### src/rtl/stream_rr_packet_arbiter.sv
// rtl/stream_rr_packet_arbiter.sv - round-robin fixed-length packet arbiter feeding one streaming FIFO
//
// Ports:
//   ap_clk, ap_rst_n   clock (rising edge), asynchronous active-low reset
//   in_V_V_*           N_IN packed producer streams, stream i at [i*WIDTH +: WIDTH]
//   out_V_V_*          merged stream into the FIFO input port
//   fifo_count         FIFO occupancy in beats, only looked at while idle
//   grant              one-hot owner of the current packet, zero while idle
//   busy               high while a packet burst is in progress
module stream_rr_packet_arbiter #(
  parameter int N_IN    = 2,
  parameter int WIDTH   = 8,
  parameter int PKT_LEN = 16,
  parameter int CNT_W   = 14,
  parameter int THRESH  = 16368
) (
  input  logic                  ap_clk,
  input  logic                  ap_rst_n,
  input  logic [N_IN*WIDTH-1:0] in_V_V_TDATA,
  input  logic [N_IN-1:0]       in_V_V_TVALID,
  output logic [N_IN-1:0]       in_V_V_TREADY,
  output logic [WIDTH-1:0]      out_V_V_TDATA,
  output logic                  out_V_V_TVALID,
  input  logic                  out_V_V_TREADY,
  input  logic [CNT_W-1:0]      fifo_count,
  output logic [N_IN-1:0]       grant,
  output logic                  busy
);

  localparam int PTR_W = (N_IN > 1) ? $clog2(N_IN) : 1;
  localparam int BC_W  = $clog2(PKT_LEN + 1);

  localparam logic [0:0] S_IDLE  = 1'b0;
  localparam logic [0:0] S_BURST = 1'b1;

  // Assertion passes straight through; release is retimed to ap_clk so every
  // state flop leaves reset on the same edge.
  logic [1:0] rst_sync;
  logic       rst_int_n;

  always_ff @(posedge ap_clk or negedge ap_rst_n) begin
    if (!ap_rst_n) begin
      rst_sync <= 2'b00;
    end else begin
      rst_sync <= {rst_sync[0], 1'b1};
    end
  end

  assign rst_int_n = rst_sync[1];

  logic [0:0]       state;
  logic [PTR_W-1:0] last_ptr;
  logic [PTR_W-1:0] g_idx;
  logic [BC_W-1:0]  beat_cnt;

  logic [N_IN-1:0]  next_grant;
  logic [PTR_W-1:0] sel_idx;
  logic             sel_found;
  logic [PTR_W-1:0] scan_idx;
  logic             beat_hs;

  // Round-robin pick: scan from the stream after the previous owner, wrapping,
  // so the previous owner is the last candidate considered.
  always_comb begin
    next_grant = '0;
    sel_idx    = '0;
    sel_found  = 1'b0;
    scan_idx   = '0;
    for (int k = 1; k <= N_IN; k++) begin
      scan_idx = PTR_W'((int'(last_ptr) + k) % N_IN);
      if (!sel_found && in_V_V_TVALID[scan_idx]) begin
        next_grant[scan_idx] = 1'b1;
        sel_idx              = scan_idx;
        sel_found            = 1'b1;
      end
    end
  end

  assign busy           = (state == S_BURST);
  assign out_V_V_TDATA  = in_V_V_TDATA[g_idx*WIDTH +: WIDTH];
  assign out_V_V_TVALID = busy & in_V_V_TVALID[g_idx];
  // grant is zero outside a burst, so this also keeps every ready low while idle.
  assign in_V_V_TREADY  = grant & {N_IN{out_V_V_TREADY}};
  assign beat_hs        = out_V_V_TVALID & out_V_V_TREADY;

  always_ff @(posedge ap_clk or negedge rst_int_n) begin
    if (!rst_int_n) begin
      state    <= S_IDLE;
      grant    <= '0;
      g_idx    <= '0;
      beat_cnt <= '0;
      last_ptr <= PTR_W'(N_IN - 1);
    end else begin
      case (state)
        S_IDLE: begin
          // Only start a packet when the FIFO can absorb all of it.
          if (sel_found && (fifo_count <= CNT_W'(THRESH))) begin
            grant <= next_grant;
            g_idx <= sel_idx;
            state <= S_BURST;
          end
        end
        default: begin
          if (beat_hs) begin
            if (beat_cnt == BC_W'(PKT_LEN - 1)) begin
              beat_cnt <= '0;
              last_ptr <= g_idx;
              grant    <= '0;
              state    <= S_IDLE;
            end else begin
              beat_cnt <= beat_cnt + 1'b1;
            end
          end
        end
      endcase
    end
  end

endmodule

### config.mk
export PLATFORM = sky130hd
export DESIGN_NAME = stream_rr_packet_arbiter
export DESIGN_NICKNAME = d
export VERILOG_FILES = /design/src/rtl/stream_rr_packet_arbiter.sv
export SDC_FILE = /design/constraint.sdc
export NUM_CORES = 1
export LEC_CHECK = 0
export BUFFER_PORTS_ARGS = -buffer_cell sky130_fd_sc_hd__buf_2
export CELL_PAD_IN_SITES_DETAIL_PLACEMENT = 0
export CELL_PAD_IN_SITES_GLOBAL_PLACEMENT = 1
export CORE_MARGIN = 8
export CORE_UTILIZATION = 27
export DETAILED_ROUTE_END_ITERATION = 16
export PLACE_DENSITY_LB_ADDON = 0.1
export SYNTH_ARGS = -nofsm -noshare
export SYNTH_HDL_FRONTEND = slang
export SYNTH_SLANG_ARGS = --single-unit
### constraint.sdc
create_clock -name ap_clk -period 1.2 [get_ports ap_clk]
set_input_delay 0 -clock ap_clk [delete_from_list [all_inputs] [get_ports ap_clk]]
set_output_delay 0 -clock ap_clk [all_outputs]
set_load 0.05 [all_outputs]
==> results.cfg, run 1 <==
[status]
status = finished with violations
violations = negative setup slack

[routing]
wl_per_cell_um = 13.5
first_pass_iters = 4
wl_met2_um = 1200
drtIter0Drc = 23
dr.max_layer_used = met4
post-route-drc-count = 0
drt-total-wl_um = 2110
wl_met3_um = 128
ant_nets = 0
routedLengthMet1_um = 771
vias = 705
via_per_inst = 4.52

[power]
p_seq_frac = 0.247
pwr-share-comb = 0.661
clockPowerShare = 0.092
power.total_mw = 2.73
powerDensity_nw_per_um2 = 2290
intPower_mw = 1.53
vdd_ir_drop_max_mv = 1.39
p_leak_nw = 0.626
power_switching_mw = 1.20
swShare = 0.441

[floorplan]
start_util = 0.275
fp.dieH_um = 65.3
rows = 18
die_area_um2 = 4260
core_um2 = 2390
die_x_um = 65.3
num_io_pins = 49

[cells_and_area]
nFillCells = 244
final_common_cell = buf_2
diodes = 0
nets = 163
postLayoutCellArea_um2 = 1190
drive_above_1_share = 0.667
area_growth_pct = 81.7
layout_common_cells = buf_2 (39), buf_4 (13), dfrtp_1 (10)

[critical_path]
endpoint_kind = flip-flop
cp-start-kind = flip-flop
worst-path-max-fanout = 4
arrival_ns = 1.69
worstSetupPathType = flip-flop to flip-flop
cp.required_ns = 1.40

[timing]
fin_skew_ns = 0.00325
min_period_ns = 1.50
slew_viol_final = 0
rsz0062_at_grt = true
timing.final.ws_setup_ns = -0.297
setup_viol = 18
hold_viol = 0
max_freq_ghz = 0.668
min_period_over_period = 1.25

[placed_design]
io_buffers = 48
gp_congestion = 0.734
dpl_cell_area_um2 = 1010
dpl.hpwl_um = 1660

[yosys]
synth_area_leaders = dfrtp_1 (42%), mux2_2 (15%), dfstp_2 (4.0%)
synth.distinct_cells = 28
yosysSeqAreaShare = 0.460
synth_top_cell_area_share = 0.420
syn-cell-area_um2 = 656
syn_nets = 96
synth.avg_cell_area_um2 = 10.9
netlist_instances = 60
async_reset_ff_frac = 1.00
yosysTopAreaCell = dfrtp_1
ys_warn_count = 0
synth_edf_count = 0
synthFlopType = dfrtp_1
ys_ff_latch = 12

[global_routing]
antenna_found_initial = 0
grt_overflow = 0
grt_max_degree = 11
grt_pass1_vias = 779
grt_util_all_layers = 0.102
grt_first_pass_wirelength_um = 3510

[run]
cap_violations = 0

[clocking]
cts_buffers = 3
clk_latency_ns = 0.27
clkTransAtPathRegs_ns = 0.07
tritoncts = done
cts_buffer_depth = 2
h-tree-depth = 1
cts.sinks = 12
cts.root.buffer_cell = clkbuf_4

[hold_path]
hp-class = input port to asynchronous set/reset pin
[registers in the layout, indices dropped and copies added, names as in the netlist]
signal and cells:
beat_cnt 5, last_ptr 1, busy 1, rst_sync 2
grant 2, g_idx 1
[cell type report]
cell class	instances	area, um^2	share of cell area
Clock buffer	4	26.3	0.0221
Sequential cell	12	303	0.254
Tap cell	30	37.5	0.0315
Inverter	1	3.75	0.00315
Multi-Input combinational cell	46	388	0.326
Timing Repair Buffer	63	433	0.363
[synthesized netlist by cell type, drive strengths merged (2+ instances only)]
master	number
o21ai	2
and2	4
a21oi	2
mux2	11
dfrtp	11
nand3	3
and3	2
nand4	2
nand2	6
[worst paths after layout]
kind | startpoint | to | slack [ns] | depth (start not counted)
max in group asynchronous | rst_sync[1] | last_ptr | 0.72 | 0
setup / recovery | g_idx | last_ptr | -0.30 | 3
hold reg to reg | rst_sync[1] | beat_cnt[1] | 0.16 | 0
hold / removal | ap_rst_n | rst_sync[0] | 0.05 | 2
setup reg to reg | g_idx | last_ptr | -0.30 | 3
min in group ap_clk | in_V_V_TVALID[1] | busy | 0.08 | 4
[power by group through the flow]
| stage | Combinational [mW] | Clock, mW | Sequential [mW] |
|---|---|---|---|
| floorplan | 0.880 | 0 | 0.815 |
| global placement | 1.46 | 0 | 0.675 |
| detailed placement | 1.48 | 0 | 0.675 |
| CTS | 1.68 | 0.263 | 0.670 |
| global route | 1.92 | 0.278 | 0.697 |
| finish | 1.80 | 0.252 | 0.674 |
[critical path, stage by stage, from the launching register on]
cell	delay (ns)
dfrtp_1	0.42
mux2_1	0.27
or3b_4	0.43
mux2_4	0.31
[through the flow]
stage | setup slack, ns | hold WS (ns) | instances | TNS, ns | util
CTS | -0.278 | 0.0348 | 154 | -2.35 | 0.477
finish | -0.297 | 0.0468 | 156 | -2.68 | 0.499
global route | -0.376 | 0.0664 | 156 | -3.92 | 0.499
detailed placement | -0.264 | -0.213 | 146 | -1.18 | 0.422
global placement | -0.228 | -0.215 | 146 | -0.911 | 0.422
floorplan | -0.231 | -0.296 | 60 | -0.866 | -
[cells by family after synthesis]
family	count (synthesis)	synth area share
simple gates	23	0.198
flops	12	0.460
mux	11	0.195
compound gates	9	0.0973
buf+inv	2	0.0114
fa+ha+maj	1	0.0191
other cells	1	0.00572
xor+xnor	1	0.0134
[per-layer routing]
layer  track usage  up-vias
met2         0.197       17
met1        0.0960      333
met4        0.0245        0
met3        0.0442        2
li1              -      353
met5             0        -
[timing repair]
item | CTS | global route
buffers inserted | 2 | 1
pin swaps | 1 | 2
resized for setup | 23 | 11
hold endpoints to repair | 3 | 0
hold buffers | 2 | 0
setup endpoints to repair | 17 | 18
gates cloned | 0 | 1
(Power assumes the default switching activity.)
==> inputs of run 2 (changes only) <==
==> constraint.sdc (replaced) <==
create_clock -name ap_clk -period 1.2 [get_ports ap_clk]
set_input_delay 0.36 -clock ap_clk [delete_from_list [all_inputs] [get_ports ap_clk]]
set_output_delay 0.36 -clock ap_clk [all_outputs]
set_load 0.05 [all_outputs]
==> run 2 against run 1 <==
  * The run still ends with negative setup slack left
  * Clock-buffer cell count unchanged
  * Global-route usage rose by 0.54 points
  * Combinational power is 23% higher
  * Flip-flop and latch count unchanged
  * Sequential share of layout area fell by 3.4 points
  * Worst hold slack improved by 0.11 ns
  * Clock power rose by 30%
  * Non-clock buffer count up 10
  * Clock skew increased by 0.00079 ns
  * Register-to-register slack worse by 0.12 ns
  * Via count up 9.8%
  * Critical path depth did not move
  * Critical path type is now flip-flop to output pin
  * Critical endpoint is now out_V_V_TVALID
==> results.cfg, run 2 (synthesized netlist as in run 1, its figures left out) <==
[routing]
vias = 774
drt-total-wl_um = 2280
post-route-drc-count = 0
drtIter0Drc = 6
first_pass_iters = 3
wl_per_cell_um = 13.7
ant_nets = 0
via_per_inst = 4.66

[critical_path]
cp.required_ns = 0.84
critical-path-top-delay-family = flip-flops
worstSetupPathType = flip-flop to output pin
slowest_stage = dfrtp_1
path_buf_inv = 1
worst-path-max-fanout = 3
arrival_ns = 1.33
endpoint_kind = output pin
critPathMaxStageDelay_ns = 0.43
crit_chain = mux2_4 -> and2_4 -> buf_8
reg2reg_slack_ns = -0.42
cp-start-kind = flip-flop

[global_routing]
antenna_found_initial = 0
grt_max_degree = 11
grt_first_pass_wirelength_um = 3650
grt_overflow = 0
grt_util_all_layers = 0.108
grt_pass1_vias = 801

[power]
power.total_mw = 3.23
vdd_ir_drop_max_mv = 1.80
p_leak_nw = 0.714
powerDensity_nw_per_um2 = 2330

[run]
cap_violations = 0

[clocking]
cts_buffers = 3
tritoncts = done
cts.root.buffer_cell = clkbuf_4
clk_latency_ns = 0.28
cts.sinks = 12
clkTransAtPathRegs_ns = 0.08
h-tree-depth = 1
cts_buffer_depth = 2

[timing]
fin_skew_ns = 0.00404
max_freq_ghz = 0.591
setup_viol = 24
hold_ws_ns = 0.161
hold_viol = 0
min_period_over_period = 1.41
min_period_ns = 1.69
slew_viol_final = 0
setup_tns_ns = -7.74
timing.final.ws_setup_ns = -0.493
rsz0062_at_grt = true

[status]
status = finished with violations
violations = negative setup slack

[cells_and_area]
largest_reg_flops = 5
final_common_cell = buf_2
top_regs = beat_cnt (5), grant (2), rst_sync (2)
postLayoutCellArea_um2 = 1390
layout_common_cells = buf_2 (34), buf_6 (18), buf_4 (16)
drive_above_1_share = 0.779
nets = 173
area_growth_pct = 111
largest_register = beat_cnt
diodes = 0

[placed_design]
io_buffers = 48
dpl.hpwl_um = 1720
gp_congestion = 0.736
dpl_cell_area_um2 = 1100

[floorplan]
fp.dieH_um = 65.3
die_area_um2 = 4260
rows = 18
start_util = 0.275
num_io_pins = 49
core_um2 = 2390
die_x_um = 65.3

[hold_path]
hp-class = flip-flop to asynchronous set/reset pin
run 2: cell count changes in the layout (fill, tap and decap cells not counted), moves of 2 or more:
cell,delta
dfrtp_1,-2
and3_1,-2
mux2_4,+5
buf_2,-5
and3_4,+2
mux2_2,-4
dfrtp_2,+2
buf_4,+3
buf_6,+14
run 2: what timing repair did:
action / 4_1_cts / 5_1_grt
setup endpoints to repair: 23 / 24
setup buffers: 4 / 4
hold buffers: 1 / 0
cloned: 1 / 0
resized for setup: 44 / 10
endpoints found under the hold margin: 2 / 0
pin swaps: 7 / 3
run 2: layout make-up:
| type | count | area (um^2) |
|---|---|---|
| sequential | 12 | 305 |
| timing repair buffer | 73 | 563 |
| fill | 203 | 1000 |
| inverter | 1 | 3.75 |
| tap | 30 | 37.5 |
| multi-input combinational | 46 | 440 |
| clock buffer | 4 | 36.3 |
run 2: metal layers:
layer / GRT usage / vias up / routed length, um
li1: - / 371 / -
met4: 0.0490 / 0 / 36
met1: 0.110 / 368 / 913
met5: 0 / - / 0
met2: 0.187 / 30 / 1100
met3: 0.0442 / 5 / 231
run 2: worst reg2reg max path: stages, from the launching register on:
cell     delay, ns
dfrtp_1       0.43
mux2_4        0.23
buf_4         0.10
buf_6         0.08
or3b_4        0.41
mux2_4        0.31
run 2: stage by stage:
stage | std cells | setup WS [ns] | utilization
2_1_floorplan | 60 | -0.231 | -
3_3_place_gp | 152 | -0.334 | 0.459
3_5_place_dp | 152 | -0.338 | 0.459
4_1_cts | 162 | -0.507 | 0.554
5_1_grt | 166 | -0.534 | 0.581
6_report | 166 | -0.493 | 0.581
run 2: path summary, 6_finish.rpt:
kind,from,end,cells after the start
max,g_idx,out_V_V_TVALID,3
min,rst_sync[1],g_idx,0
max reg2reg,g_idx,last_ptr,5
min reg2reg,rst_sync[1],g_idx,0
max in group asynchronous,ap_rst_n,rst_sync[0],2
min in group ap_clk,rst_sync[0],rst_sync[1],0
run 2: power breakdown:
group | switching [mW] | total [mW] | internal (mW) | leakage [nW]
clock network | 0.143 | 0.328 | 0.185 | 0.0210
registers | 0.122 | 0.690 | 0.568 | 0.138
logic | 1.06 | 2.22 | 1.15 | 0.556
==> inputs of run 3 (changes only) <==
--- a/config.mk
+++ b/config.mk
@@ -11,6 +11,7 @@
 export CORE_MARGIN = 8
 export CORE_UTILIZATION = 27
 export DETAILED_ROUTE_END_ITERATION = 16
+export MAX_ROUTING_LAYER = met4
 export PLACE_DENSITY_LB_ADDON = 0.1
 export SYNTH_ARGS = -nofsm -noshare
 export SYNTH_HDL_FRONTEND = slang
==> run 3 against run 2 <==
  * The run still ends with negative setup slack left
  * Highest routed layer unchanged
  * Critical endpoint unchanged
  * Worst hold slack worse by 0.0013 ns
  * Largest power group unchanged
  * Maximum frequency about the same
  * Global-route usage up 0.31 points
  * Via count unchanged
  * Clock-buffer cell count unchanged
  * Cell area did not move
  * Sequential share of layout area did not move
  * Flip-flop and latch count stayed put
  * Combinational power hardly changed
  * Power about the same
  * Wire length down 0.31%
  * Die area stayed put
==> results.cfg, run 3 (synthesized netlist as in run 1, its figures left out) <==
[cells_and_area]
final_common_cell = buf_2
layout_common_cells = buf_2 (34), buf_6 (18), buf_4 (16)
top_regs = beat_cnt (5), grant (2), rst_sync (2)
largest_reg_flops = 5
diodes = 0
largest_register = beat_cnt
area_growth_pct = 111
nets = 173
drive_above_1_share = 0.779

[routing]
first_pass_iters = 3
wl_per_cell_um = 13.7
drt-total-wl_um = 2270
vias = 774
ant_nets = 0
drtIter0Drc = 8
post-route-drc-count = 0
via_per_inst = 4.66

[placed_design]
gp_congestion = 0.745
io_buffers = 48
post-place-ws_ns = -0.338
dpl.hpwl_um = 1720

[timing]
min_period_over_period = 1.41
setup_tns_ns = -7.74
fin_skew_ns = 0.00428
max_freq_ghz = 0.590
setup_viol = 24
rsz0062_at_grt = true
slew_viol_final = 0
timing.final.ws_setup_ns = -0.494
min_period_ns = 1.69
hold_viol = 0

[floorplan]
die_area_um2 = 4260
rows = 18
die_x_um = 65.3
start_util = 0.275
num_io_pins = 49
fp.dieH_um = 65.3
core_um2 = 2390

[power]
p_leak_nw = 0.714
vdd_ir_drop_max_mv = 1.80
power.total_mw = 3.24
powerDensity_nw_per_um2 = 2330

[clocking]
cts_buffers = 3
tritoncts = done
clkTransAtPathRegs_ns = 0.08
h-tree-depth = 1
cts.sinks = 12
cts_buffer_depth = 2
clk_latency_ns = 0.28
cts.root.buffer_cell = clkbuf_4

[critical_path]
worst-path-max-fanout = 3
crit_chain = mux2_4 -> and2_4 -> buf_8
endpoint_kind = output pin
critPathMaxStageDelay_ns = 0.43
r2r_cells = 5
slowest_stage = dfrtp_1
cp-start-kind = flip-flop
crit-reg2reg-launch = g_idx
cp.required_ns = 0.84
arrival_ns = 1.33
reg2reg_slack_ns = -0.42
worstSetupPathType = flip-flop to output pin
r2r-end = last_ptr

[status]
violations = negative setup slack
status = finished with violations

[hold_path]
hp-class = flip-flop to asynchronous set/reset pin

[global_routing]
grt_first_pass_wirelength_um = 3640
grt_pass1_vias = 801
antenna_found_initial = 0
grt_overflow = 0
grt_util_all_layers = 0.111
grt_max_degree = 11

[run]
cap_violations = 0
[run 3: cell counts in the layout (fill, tap and decap cells not counted)]
Identical to the previous run, type by type.
[run 3: worst max path at each step]
stage	from	endpoint	depth (start not counted)
floorplan	beat_cnt[0]	last_ptr	4
global route	g_idx	out_V_V_TVALID	3
CTS	g_idx	out_V_V_TVALID	3
global placement	in_V_V_TVALID[1]	out_V_V_TVALID	4
finish	g_idx	out_V_V_TVALID	3
detailed placement	in_V_V_TVALID[1]	out_V_V_TVALID	4
[run 3: metal layers]
layer | track usage | wire [um] | up-vias
li1 | - | - | 371
met1 | 0.115 | 942 | 368
met2 | 0.187 | 1100 | 30
met3 | 0.0357 | 196 | 5
met4 | 0.0490 | 34 | 0
met5 | - | 0 | -
[run 3: repair_timing]
action,in CTS,in global routing
gates cloned,1,0
gates resized for setup,44,10
hold buffers,1,0
hold endpoints to repair,2,0
setup endpoints to repair,23,24
pin swaps,7,3
buffers inserted,4,4
[run 3: layout make-up]
type                            instances  area, um^2
Multi-Input combinational cell         46         440
Fill cell                             203        1000
Inverter                                1        3.75
Timing Repair Buffer                   73         563
Tap cell                               30        37.5
Clock buffer                            4        36.3
Sequential cell                        12         305
[run 3: critical path, delay by kind of cell (launching register included)]
family	cells	cell delay, ns
muxes	1	0.33
buffers and inverters	1	0.14
and+or+nand+nor	1	0.15
DFF	1	0.43
[run 3: where the power goes]
| part | total (mW) | switching (mW) | internal (mW) |
|---|---|---|---|
| combinational | 2.22 | 1.07 | 1.15 |
| clock | 0.328 | 0.143 | 0.185 |
| sequential | 0.690 | 0.123 | 0.568 |
[run 3: metrics by stage]
step	hold WS (ns)	std cells	cell area (um^2)	utilization
detailed placement	0.146	152	1100	0.459
finish	0.160	166	1390	0.581
global placement	0.144	152	1100	0.459
global route	0.209	166	1390	0.581
CTS	0.179	162	1320	0.554
floorplan	0.0644	60	719	-
